==> src/rtl/line_ring_sched_pkg.sv <==
// Shared types and constants for the GBA line-cache ring scheduler.
// Contents: scheduler state enum, default ring depth, GBA visible line count,
// and the line-index width used on the reader-side ports.
package line_ring_sched_pkg;

    typedef enum logic [1:0] {
        IDLE  = 2'd0,
        PRIME = 2'd1,
        RUN   = 2'd2
    } sched_state_t;

    localparam int unsigned LINE_SLOTS = 4;
    localparam int unsigned GBA_LINES  = 160;
    localparam int unsigned LINE_IDX_W = 8;

endpackage

==> src/rtl/line_ring_sched_if.sv <==
// Bundle of the capture-side, image-generator-side and status signals of the
// line ring scheduler.
// master: capture/image-gen side (drives the pulses, observes slots/status).
// slave : the scheduler (observes the pulses, drives slots/status).
interface line_ring_sched_if
    import line_ring_sched_pkg::*;
#(
    parameter int unsigned SLOT_W = $clog2(LINE_SLOTS)
);
    logic                  wrFrameStart;
    logic                  wrLineDone;
    logic                  nextLine;
    logic                  cacheUpdate;
    logic [SLOT_W-1:0]     wrSlot;
    logic [SLOT_W-1:0]     prevSlot;
    logic [SLOT_W-1:0]     curSlot;
    logic [SLOT_W-1:0]     nextSlot;
    logic [LINE_IDX_W-1:0] lineIdx;
    logic                  sameLine;
    logic                  newFrameOut;
    logic [SLOT_W-1:0]     pending;
    logic                  overflow;

    modport master (
        output wrFrameStart, wrLineDone, nextLine, cacheUpdate,
        input  wrSlot, prevSlot, curSlot, nextSlot, lineIdx,
               sameLine, newFrameOut, pending, overflow
    );

    modport slave (
        input  wrFrameStart, wrLineDone, nextLine, cacheUpdate,
        output wrSlot, prevSlot, curSlot, nextSlot, lineIdx,
               sameLine, newFrameOut, pending, overflow
    );

endinterface

==> src/rtl/line_ring_sched_slot_neighbour_calc.sv <==
// Derives the prev/next neighbour slots of the current line with top/bottom
// edge replication. The candidates are registered one cycle after the ring
// state changes and only published to the reader on cache_update, so the
// image generator never sees slots move mid-line.
// Ports: pxlClk/rst (sync, active-high), cache_update publish strobe,
// cur_slot/pending/line_idx ring state, prev_slot/next_slot published slots.
module line_ring_sched_slot_neighbour_calc
    import line_ring_sched_pkg::*;
#(
    parameter int unsigned SLOT_W          = 2,
    parameter int unsigned LINES_PER_FRAME = GBA_LINES
) (
    input  logic                  pxlClk,
    input  logic                  rst,
    input  logic                  cache_update,
    input  logic [SLOT_W-1:0]     cur_slot,
    input  logic [SLOT_W-1:0]     pending,
    input  logic [LINE_IDX_W-1:0] line_idx,
    output logic [SLOT_W-1:0]     prev_slot,
    output logic [SLOT_W-1:0]     next_slot
);
    localparam logic [LINE_IDX_W-1:0] LAST_IDX = LINE_IDX_W'(LINES_PER_FRAME - 1);
    localparam logic [SLOT_W-1:0]     ONE      = SLOT_W'(1);

    logic [SLOT_W-1:0] prev_cand_q, next_cand_q;
    logic [SLOT_W-1:0] prev_cand_d, next_cand_d;

    // Edge replication: line 0 reuses itself above, the last usable line reuses itself below.
    always_comb begin
        prev_cand_d = cur_slot;
        next_cand_d = cur_slot;
        if (line_idx != '0) begin
            prev_cand_d = cur_slot - ONE;
        end
        if ((pending != '0) && (line_idx < LAST_IDX)) begin
            next_cand_d = cur_slot + ONE;
        end
    end

    always_ff @(posedge pxlClk) begin
        if (rst) begin
            prev_cand_q <= '0;
            next_cand_q <= '0;
            prev_slot   <= '0;
            next_slot   <= '0;
        end else begin
            prev_cand_q <= prev_cand_d;
            next_cand_q <= next_cand_d;
            if (cache_update) begin
                prev_slot <= prev_cand_q;
                next_slot <= next_cand_q;
            end
        end
    end

endmodule

==> src/rtl/line_ring_sched.sv <==
// Schedules the GBA line-cache ring between the capture-side writer and the
// HDMI-side 3x3 reader: assigns the write slot and prev/cur/next read slots,
// flags when the reader must repeat a line, and issues the frame-start pulse
// that locks HDMI output to the GBA frame.
// Ports: pxlClk, rst (sync, active-high), bus (slave side of line_ring_sched_if).
module line_ring_sched
    import line_ring_sched_pkg::*;
#(
    parameter int unsigned NUM_SLOTS       = LINE_SLOTS,
    parameter int unsigned LINES_PER_FRAME = GBA_LINES
) (
    input  logic             pxlClk,
    input  logic             rst,
    line_ring_sched_if.slave bus
);
    localparam int unsigned           SLOT_W   = $clog2(NUM_SLOTS);
    localparam logic [SLOT_W-1:0]     PEND_MAX = SLOT_W'(NUM_SLOTS - 2);
    localparam logic [SLOT_W-1:0]     ONE      = SLOT_W'(1);
    localparam logic [LINE_IDX_W-1:0] LAST_IDX = LINE_IDX_W'(LINES_PER_FRAME - 1);

    sched_state_t          state_q, state_d;
    logic [SLOT_W-1:0]     cur_q, cur_d;
    logic [SLOT_W-1:0]     wr_q, wr_d;
    logic [SLOT_W-1:0]     pend_q, pend_d;
    logic [LINE_IDX_W-1:0] idx_q, idx_d;
    logic                  ovf_q, ovf_d;
    logic                  nfo_q, nfo_d;
    logic                  same_q, same_d;
    logic                  adv_c;
    logic [SLOT_W-1:0]     eff_pend_c;

    // State register and ring bookkeeping.
    always_ff @(posedge pxlClk) begin
        if (rst) begin
            state_q <= IDLE;
            cur_q   <= '0;
            wr_q    <= '0;
            pend_q  <= '0;
            idx_q   <= '0;
            ovf_q   <= 1'b0;
            nfo_q   <= 1'b0;
            same_q  <= 1'b1;
        end else begin
            state_q <= state_d;
            cur_q   <= cur_d;
            wr_q    <= wr_d;
            pend_q  <= pend_d;
            idx_q   <= idx_d;
            ovf_q   <= ovf_d;
            nfo_q   <= nfo_d;
            same_q  <= same_d;
        end
    end

    // Next-state and ring update.
    always_comb begin
        state_d    = state_q;
        cur_d      = cur_q;
        wr_d       = wr_q;
        pend_d     = pend_q;
        idx_d      = idx_q;
        ovf_d      = ovf_q;
        nfo_d      = 1'b0;
        adv_c      = (state_q == RUN) && bus.nextLine && (pend_q != '0) && (idx_q < LAST_IDX);
        // Occupancy as seen by the writer once a same-cycle read advance has freed a slot.
        eff_pend_c = pend_q - SLOT_W'(adv_c);
        same_d     = (state_q != RUN) || (pend_q == '0) || (idx_q == LAST_IDX);

        unique case (state_q)
            IDLE: begin
                wr_d = '0;
                if (bus.wrFrameStart) begin
                    state_d = PRIME;
                end
            end
            PRIME: begin
                if (bus.wrLineDone) begin
                    cur_d   = wr_q;
                    idx_d   = '0;
                    pend_d  = '0;
                    wr_d    = wr_q + ONE;
                    nfo_d   = 1'b1;
                    state_d = RUN;
                end
            end
            RUN: begin
                if (adv_c) begin
                    cur_d  = cur_q + ONE;
                    idx_d  = idx_q + LINE_IDX_W'(1);
                    pend_d = eff_pend_c;
                end
                // A full ring drops the newest line: the writer refills the same slot.
                if (bus.wrLineDone) begin
                    if (eff_pend_c < PEND_MAX) begin
                        pend_d = eff_pend_c + ONE;
                        wr_d   = wr_q + ONE;
                    end else begin
                        ovf_d = 1'b1;
                    end
                end
            end
            default: begin
                state_d = IDLE;
            end
        endcase

        // Resync lands after any same-cycle line completion; a bare restart of PRIME changes nothing.
        if (bus.wrFrameStart && (state_d == RUN)) begin
            state_d = PRIME;
            pend_d  = '0;
            ovf_d   = 1'b0;
            wr_d    = cur_d + ONE;
        end
    end

    line_ring_sched_slot_neighbour_calc #(
        .SLOT_W          (SLOT_W),
        .LINES_PER_FRAME (LINES_PER_FRAME)
    ) u_neighbour (
        .pxlClk       (pxlClk),
        .rst          (rst),
        .cache_update (bus.cacheUpdate),
        .cur_slot     (cur_q),
        .pending      (pend_q),
        .line_idx     (idx_q),
        .prev_slot    (bus.prevSlot),
        .next_slot    (bus.nextSlot)
    );

    assign bus.wrSlot      = wr_q;
    assign bus.curSlot     = cur_q;
    assign bus.lineIdx     = idx_q;
    assign bus.pending     = pend_q;
    assign bus.overflow    = ovf_q;
    assign bus.newFrameOut = nfo_q;
    assign bus.sameLine    = same_q;

endmodule

==> src/flat_wrapper.sv <==
// flat-port wrapper written by rule: the top's interface ports become plain ports
module line_ring_sched_flat import line_ring_sched_pkg::*;
#(
    parameter int unsigned NUM_SLOTS       = LINE_SLOTS,
    parameter int unsigned LINES_PER_FRAME = GBA_LINES
)
  (pxlClk, rst, bus_wrFrameStart, bus_wrLineDone, bus_nextLine, bus_cacheUpdate, bus_wrSlot, bus_prevSlot, bus_curSlot, bus_nextSlot, bus_lineIdx, bus_sameLine, bus_newFrameOut, bus_pending, bus_overflow);
  line_ring_sched_if #(.SLOT_W(($clog2(LINE_SLOTS)))) bus_i ();
  input  logic pxlClk;
  input  logic rst;
  input wire logic [$bits(bus_i.wrFrameStart)-1:0] bus_wrFrameStart;
  input wire logic [$bits(bus_i.wrLineDone)-1:0] bus_wrLineDone;
  input wire logic [$bits(bus_i.nextLine)-1:0] bus_nextLine;
  input wire logic [$bits(bus_i.cacheUpdate)-1:0] bus_cacheUpdate;
  output wire logic [$bits(bus_i.wrSlot)-1:0] bus_wrSlot;
  output wire logic [$bits(bus_i.prevSlot)-1:0] bus_prevSlot;
  output wire logic [$bits(bus_i.curSlot)-1:0] bus_curSlot;
  output wire logic [$bits(bus_i.nextSlot)-1:0] bus_nextSlot;
  output wire logic [$bits(bus_i.lineIdx)-1:0] bus_lineIdx;
  output wire logic [$bits(bus_i.sameLine)-1:0] bus_sameLine;
  output wire logic [$bits(bus_i.newFrameOut)-1:0] bus_newFrameOut;
  output wire logic [$bits(bus_i.pending)-1:0] bus_pending;
  output wire logic [$bits(bus_i.overflow)-1:0] bus_overflow;
  assign bus_i.wrFrameStart = bus_wrFrameStart;
  assign bus_i.wrLineDone = bus_wrLineDone;
  assign bus_i.nextLine = bus_nextLine;
  assign bus_i.cacheUpdate = bus_cacheUpdate;
  assign bus_wrSlot = bus_i.wrSlot;
  assign bus_prevSlot = bus_i.prevSlot;
  assign bus_curSlot = bus_i.curSlot;
  assign bus_nextSlot = bus_i.nextSlot;
  assign bus_lineIdx = bus_i.lineIdx;
  assign bus_sameLine = bus_i.sameLine;
  assign bus_newFrameOut = bus_i.newFrameOut;
  assign bus_pending = bus_i.pending;
  assign bus_overflow = bus_i.overflow;
  line_ring_sched #(.NUM_SLOTS(NUM_SLOTS), .LINES_PER_FRAME(LINES_PER_FRAME)) u_core (.pxlClk(pxlClk), .rst(rst), .bus(bus_i));
endmodule
==> config.mk <==
export PLATFORM = sky130hd
export DESIGN_NAME = line_ring_sched_flat
export DESIGN_NICKNAME = d
export VERILOG_FILES = /design/src/rtl/line_ring_sched_pkg.sv /design/src/rtl/line_ring_sched_if.sv /design/src/rtl/line_ring_sched_slot_neighbour_calc.sv /design/src/rtl/line_ring_sched.sv /design/src/flat_wrapper.sv
export SDC_FILE = /design/constraint.sdc
export NUM_CORES = 1
export LEC_CHECK = 0
export ABC_CLOCK_PERIOD_IN_PS = 2700
export BUFFER_PORTS_ARGS = -buffer_cell sky130_fd_sc_hd__buf_2
export CORE_ASPECT_RATIO = 2
export CORE_UTILIZATION = 25
export CTS_BUF_LIST = sky130_fd_sc_hd__clkbuf_16
export CTS_CLUSTER_DIAMETER = 80
export CTS_CLUSTER_SIZE = 24
export DETAILED_ROUTE_END_ITERATION = 7
export GPL_ROUTABILITY_DRIVEN = 0
export HOLD_SLACK_MARGIN = 0.05
export PLACE_DENSITY = 0.48
export SETUP_SLACK_MARGIN = 0.02
export SYNTH_ARGS = -nofsm -noshare
export SYNTH_HDL_FRONTEND = slang
export SYNTH_SLANG_ARGS = --single-unit
==> constraint.sdc <==
create_clock -name pxlClk -period 2.7 [get_ports pxlClk]
set_clock_uncertainty 0.15 [all_clocks]
set_input_delay 0.27 -clock pxlClk [delete_from_list [all_inputs] [get_ports pxlClk]]
set_output_delay 0.27 -clock pxlClk [all_outputs]
set_load 0.01 [all_outputs]
* Word-level counts from Yosys, hierarchy flattened
Index checks and enable logic that the tools add are counted.
** Storage, ports and cells
- Register bits :: 27
- Logic and storage cells :: 76
** Operators by class
- Add/subtract/negate cells :: 7
- $lt $le $gt $ge :: 2
- Equal/unequal tests :: 10
- Multiplexer cells :: 23
- Bitwise logic cells :: 2
- Reduce and logical (&&, ||, !) cells :: 19
** Operators by type and width (number)
- $mux 2 :: 14
- $mux 8 :: 2
- $pmux 8 s2 :: 1
- $pmux 2 s3 :: 2
- $add 2x1->2 const B :: 4
- $add 8x1->8 const B :: 1
- $eq 8x8->1 const B :: 1
- $lt 8x8->1 const B :: 1
- $pmux 2 s2 :: 2
- $reduce_bool 8->1 :: 1
- $ne 3x3->1 const B :: 2
- $reduce_and 3->1 :: 2
- $logic_and 1x1->1 :: 5
- $eq 2x2->1 const B :: 2
- $logic_not 2->1 :: 2
- $ne 2x2->1 const B :: 2
- $reduce_and 4->1 :: 1
- $reduce_bool 2->1 :: 2
- $reduce_bool 4->1 :: 1
- $reduce_or 2->1 :: 2
- $ne 3x2->1 const B :: 1
- $eq 2x1->1 const B :: 1
- $logic_or 1x1->1 :: 2
- $lt 2x2->1 const B :: 1
- 6 further kinds :: 8

* Depth between registers and ports, before layout
- Depth in word-level cells :: 10
- Mapped depth :: 12
- Depth with buffers taken out :: 10

* Modules after synthesis
Synthesis repeated with hierarchy kept, for this count alone.
** Second synthesis, totals
- Cell total of the unflattened synthesis :: 175
- Area, all modules :: 1483.9 µm²
** Modules (own cells, without submodules)
- line_ring_sched :: instances 1, cells an instance 138, area an instance 1119.8 µm², sequential area each 380.4 µm²
- line_ring_sched_slot_neighbour_calc :: instances 1, cells an instance 37, area an instance 364.1 µm², sequential area each 160.2 µm²

* Worst setup path before layout
No wires, ideal clock.
- Path kind :: reg-to-reg
- From :: reg u_core.idx_q[0] (netlist: u_core.bus.lineIdx[0])
- To :: reg u_core.wr_q[1] (netlist: u_core.bus.wrSlot[1])
- Library setup time :: 131 ps
- Arrival time :: 2347 ps
- Required time :: 2419 ps
- Setup slack :: 73 ps
- Cell stages (with the launch flop) :: 11
- Period minus slack after synthesis :: 2627 ps
- Cells stage by stage :: dfxtp_1 ha_1 and4_4 a211oi_2 buf_6 ha_1 xnor2_1 o22ai_1 o31a_1 a211oi_1 a211oi_2
** Between the ends
- Cells in the longest elaborated chain, start to end :: 6
- Elaborated cells on any way between the ends :: 10
- Those cells by class :: add/sub (2); order compare (2); eq/ne (1); mux (3); reduce/logical (2)
** RTL lines
- start, declared :: RTL line line_ring_sched.sv:25 : logic [LINE_IDX_W-1:0] idx_q, idx_d;
- start signal, assigned :: RTL line line_ring_sched.sv:48 : idx_q <= idx_d;
- $lt 8x8->1 (*) :: RTL line line_ring_sched.sv:64 : adv_c = (state_q == RUN) && bus.nextLine && (pend_q != '0) && (idx_q < LAST_IDX);
- $logic_and 1x1->1 (*) :: RTL line line_ring_sched.sv:64
- $sub 2x1->2 / $mux 2 (equally long branches) :: RTL line line_ring_sched.sv:66, line_ring_sched.sv:87
- $lt 2x2->1 / $pmux 2 s2 (equally long branches) :: RTL line line_ring_sched.sv:94, line_ring_sched.sv:69
- $ne 3x3->1 (no source line) / $add 2x1->2 (equally long branches)
- $reduce_and 4->1 (no source line) / $mux 2 (equally long branches)
- end signal, assigned :: RTL line line_ring_sched.sv:46 : wr_q <= wr_d;
- end, declared :: RTL line line_ring_sched.sv:23 : logic [SLOT_W-1:0] wr_q, wr_d;
Every way passes the cells marked *; elsewhere a longest branch is shown, timed or not.
A chain may end at the register's enable or synchronous reset.

* Final worst setup path
Ends and elaborated chain as after synthesis.

==> impl_metrics.yaml <==
run_status:
  run_status: "completed"
clocking:
  hold_buffers: 0
  cts.reportedPaths.clkPinSlew_ns: 0.07
  clkSinkCount: 27
  cts_setup_buffers: 0
  h-tree-depth: 1
  worstSkewPairLatency_ns: 0.26
  cts_resized: 0
  root_buffer: "clkbuf_16"
  clk_path_buf_depth: 2
  cts_buffers: 3
  cts_tree: "built"
yosys:
  yosys-mux-area-fraction_pct: 3.43
  avgSynthCellArea_um2: 8.74
  yosys-top-cells-area: "dfxtp_1, ha_1, nor2_1"
  yosys.area.top_type_share_pct: 37.0
  synthXorXnorAreaFrac_pct: 6.00
  seq_area_frac_synth_pct: 37.0
  synth_edf_count: 0
  synthSimpleGateAreaFrac_pct: 18.9
  synth_ff_type: "dfxtp_1"
  ys_ff_latch: 27
  synthAdderAreaFrac_pct: 6.86
  synth_area_um2: 1460
  synth-compound-area-share_pct: 22.4
  synth_warnings: 0
  syn_inst: 167
  synth.net_count: 181
  async_flop_share_pct: 0
  yosys.area.top_type: "dfxtp_1"
  ys_types: 46
  synth_top_family_by_area: "compound AO/OA/AOI/OAI gates"
worst_setup_path:
  r2r_start: "u_core.bus.lineIdx[0]"
  reg2reg_setup_slack_ns: 0.15
  r2r-end: "u_core.bus.wrSlot[1]"
  r2r_cells: 9
  critPathArrivalTime_ns: 2.54
  crit_path_start: "u_core.bus.lineIdx[0]"
  start_kind: "register"
  timing_worst_setup_path_type: "register to register"
  worst-endpoint-required_ns: 2.69
  worstPathMaxFanout: 4
  end_kind: "register"
  crit_path_end: "u_core.bus.wrSlot[1]"
routing:
  drt_iter0_drc: 56
  routedWlPerCell_um: 14.7
  route.detailed.drc: 0
  viasPerCell: 5.11
  drt-total-wl_um: 3780
  first_pass_iters: 4
  antenna_left: 0
  num_vias: 1319
power:
  p_sw_share_pct: 26.6
  power.density_nw_per_um2: 499
  p_clk_share_pct: 39.5
  power_leakage_nw: 0.726
  power.switching_mw: 0.235
  worst_ir_drop_vdd_uv: 296
  pwr-share-seq_pct: 47.0
  combPwrFrac_pct: 13.5
  internal_power_mw: 0.648
sta:
  post-route-period-util_pct: 94.4
  tightest_slew_ns: 0.450
  setup_violations: 0
  hold_viol_final: 0
  finalMaxSlewViolations: 0
  maxSlewHeadroom_pct: 69.8
  rsz0062_at_grt: "no"
  fin_ws_ns: 0.151
  tns_ns: 0
  max_freq_ghz: 0.392
  period_needed_ns: 2.55
cells_and_area:
  area_delta_synth_final_pct: 21.2
  diodes: 0
  nets: 212
  drive_gt1_share_pct: 22.3
global_routing:
  grt_start_max_net_pins: 19
  antenna_found_initial: 0
  top_usage_layer: "met2"
  gr-usage-met1_pct: 12.2
  overflow: 0
  grt_pass1_wl_um: 5940
  use_met2_pct: 25.3
  grtUsageTotal_pct: 12.6
  grtUsageMet3_pct: 2.10
  first_global_vias: 1251
floorplan:
  dieArea_um2: 6170
  core_um2: 5660
  io_pins: 27
  dieHeight_um: 110
  die_width_um: 56.0
  initial_core_util_pct: 25.8
  rows: 39
placement:
  dp_hpwl_um: 2990
  portBuffers: 26
  pre_cts_ws_ns: 0.163
hold_path:
  worstHoldPathType: "input pin to register"
run:
  maxCapViolCount: 0
-- power groups by stage --
stage	clock (mW)	combinational [mW]	sequential (mW)
4_1_cts	0.359	0.119	0.416
5_1_grt	0.372	0.132	0.417
2_1_floorplan	0	0.0811	0.426
3_5_place_dp	0	0.119	0.425
3_3_place_gp	0	0.120	0.425
6_report	0.349	0.119	0.416
-- state kept, by name, summed over array words and instances (netlist names) --
signal                          count
u_core.bus.curSlot                  2
u_core.bus.lineIdx                  8
u_core.bus.newFrameOut              1
u_core.bus.overflow                 1
u_core.bus.pending                  2
u_core.bus.sameLine                 1
u_core.bus.wrSlot                   2
u_core.state_q                      2
u_core.u_neighbour.next_cand_q      2
u_core.u_neighbour.next_slot        2
u_core.u_neighbour.prev_cand_q      2
u_core.u_neighbour.prev_slot        2
-- worst min path at each step --
| stage | endpoint | from | slack [ns] | cells past startpoint |
|---|---|---|---|---|
| 6_report | u_core.state_q[0] | bus_wrFrameStart | 0.14 | 3 |
| 5_1_grt | u_core.state_q[0] | bus_wrFrameStart | 0.16 | 3 |
| 4_1_cts | u_core.state_q[0] | bus_wrFrameStart | 0.15 | 3 |
| 3_5_place_dp | u_core.u_neighbour.prev_slot[0] | u_core.u_neighbour.prev_cand_q[0] | 0.31 | 2 |
| 3_3_place_gp | u_core.u_neighbour.next_slot[0] | u_core.u_neighbour.next_cand_q[0] | 0.30 | 2 |
| 2_1_floorplan | u_core.state_q[0] | bus_wrFrameStart | 0.29 | 2 |
-- stage by stage --
stage / area (µm²) / utilization [%] / hold slack (ns) / total power [mW] / cells
2_1_floorplan: 1460 / - / 0.287 / 0.507 / 167
3_3_place_gp: 1690 / 29.8 / 0.301 / 0.545 / 254
3_5_place_dp: 1690 / 29.8 / 0.309 / 0.544 / 254
4_1_cts: 1770 / 31.3 / 0.148 / 0.894 / 258
5_1_grt: 1770 / 31.3 / 0.160 / 0.922 / 258
6_report: 1770 / 31.3 / 0.144 / 0.883 / 258
-- placed cells by master (no fill, tap or decap), types with 2 or more instances in the layout --
| cell | instances |
|---|---|
| a211oi_1 | 3 |
| a211oi_2 | 2 |
| a21oi_1 | 7 |
| a31oi_1 | 3 |
| a32oi_1 | 2 |
| buf_2 | 26 |
| buf_4 | 9 |
| clkbuf_16 | 3 |
| dfxtp_1 | 27 |
| ha_1 | 8 |
| inv_1 | 9 |
| mux2i_1 | 5 |
| nand2_1 | 7 |
| nand2b_1 | 3 |
| nand3_1 | 5 |
| nor2_1 | 21 |
| nor2b_1 | 4 |
| nor3_1 | 5 |
| o211ai_1 | 2 |
| o21a_1 | 3 |
| o21ai_0 | 8 |
| o31ai_1 | 2 |
| xnor2_1 | 8 |
| xor2_1 | 2 |
-- synthesized netlist by cell type (2+ instances only) --
library cell,n
o21ai_0,8
inv_1,9
nor2b_1,4
nand2_1,7
xnor2_1,8
clkbuf_1,5
a31oi_1,3
ha_1,8
nand2b_1,3
nor2_1,21
a211oi_1,3
xor2_1,2
nor3_1,5
o31ai_1,2
o211ai_1,2
mux2i_1,5
o21a_1,3
dfxtp_1,27
a21oi_1,7
buf_2,3
nand3_1,5
a32oi_1,2
a211oi_2,2
-- layer usage --
layer,wire length [µm],part of all wire (%)
met5,0,0
met4,86,2.3
met3,105,2.8
met2,2190,58
met1,1410,37
-- logic make-up after synthesis --
group,count (synthesis)
multiplexers,5
AO/OA/AOI/OAI,44
AND/OR/NAND/NOR,55
buffers and inverters,18
adder cells (fa/ha/maj),8
XOR/XNOR,10
flip-flops,27
-- layout make-up --
class	count	area, µm²
well taps	61	76.3
inverters	9	33.8
clock inverters	1	5.00
fillers	620	3890
flip-flops and latches	27	541
multi-input cells	122	841
repair buffers	35	198
clock buffers	3	75.1
-- worst max-delay path, stage by stage, from the launching register on --
cell      delay (ns)
dfxtp_1         0.32
ha_1            0.24
and4_4          0.22
a211oi_2        0.26
ha_1            0.27
xnor2_1         0.21
o22ai_1         0.17
o31a_1          0.29
a211oi_1        0.22
a211oi_2        0.07
Note: power is estimated with default switching activity, not from simulation.
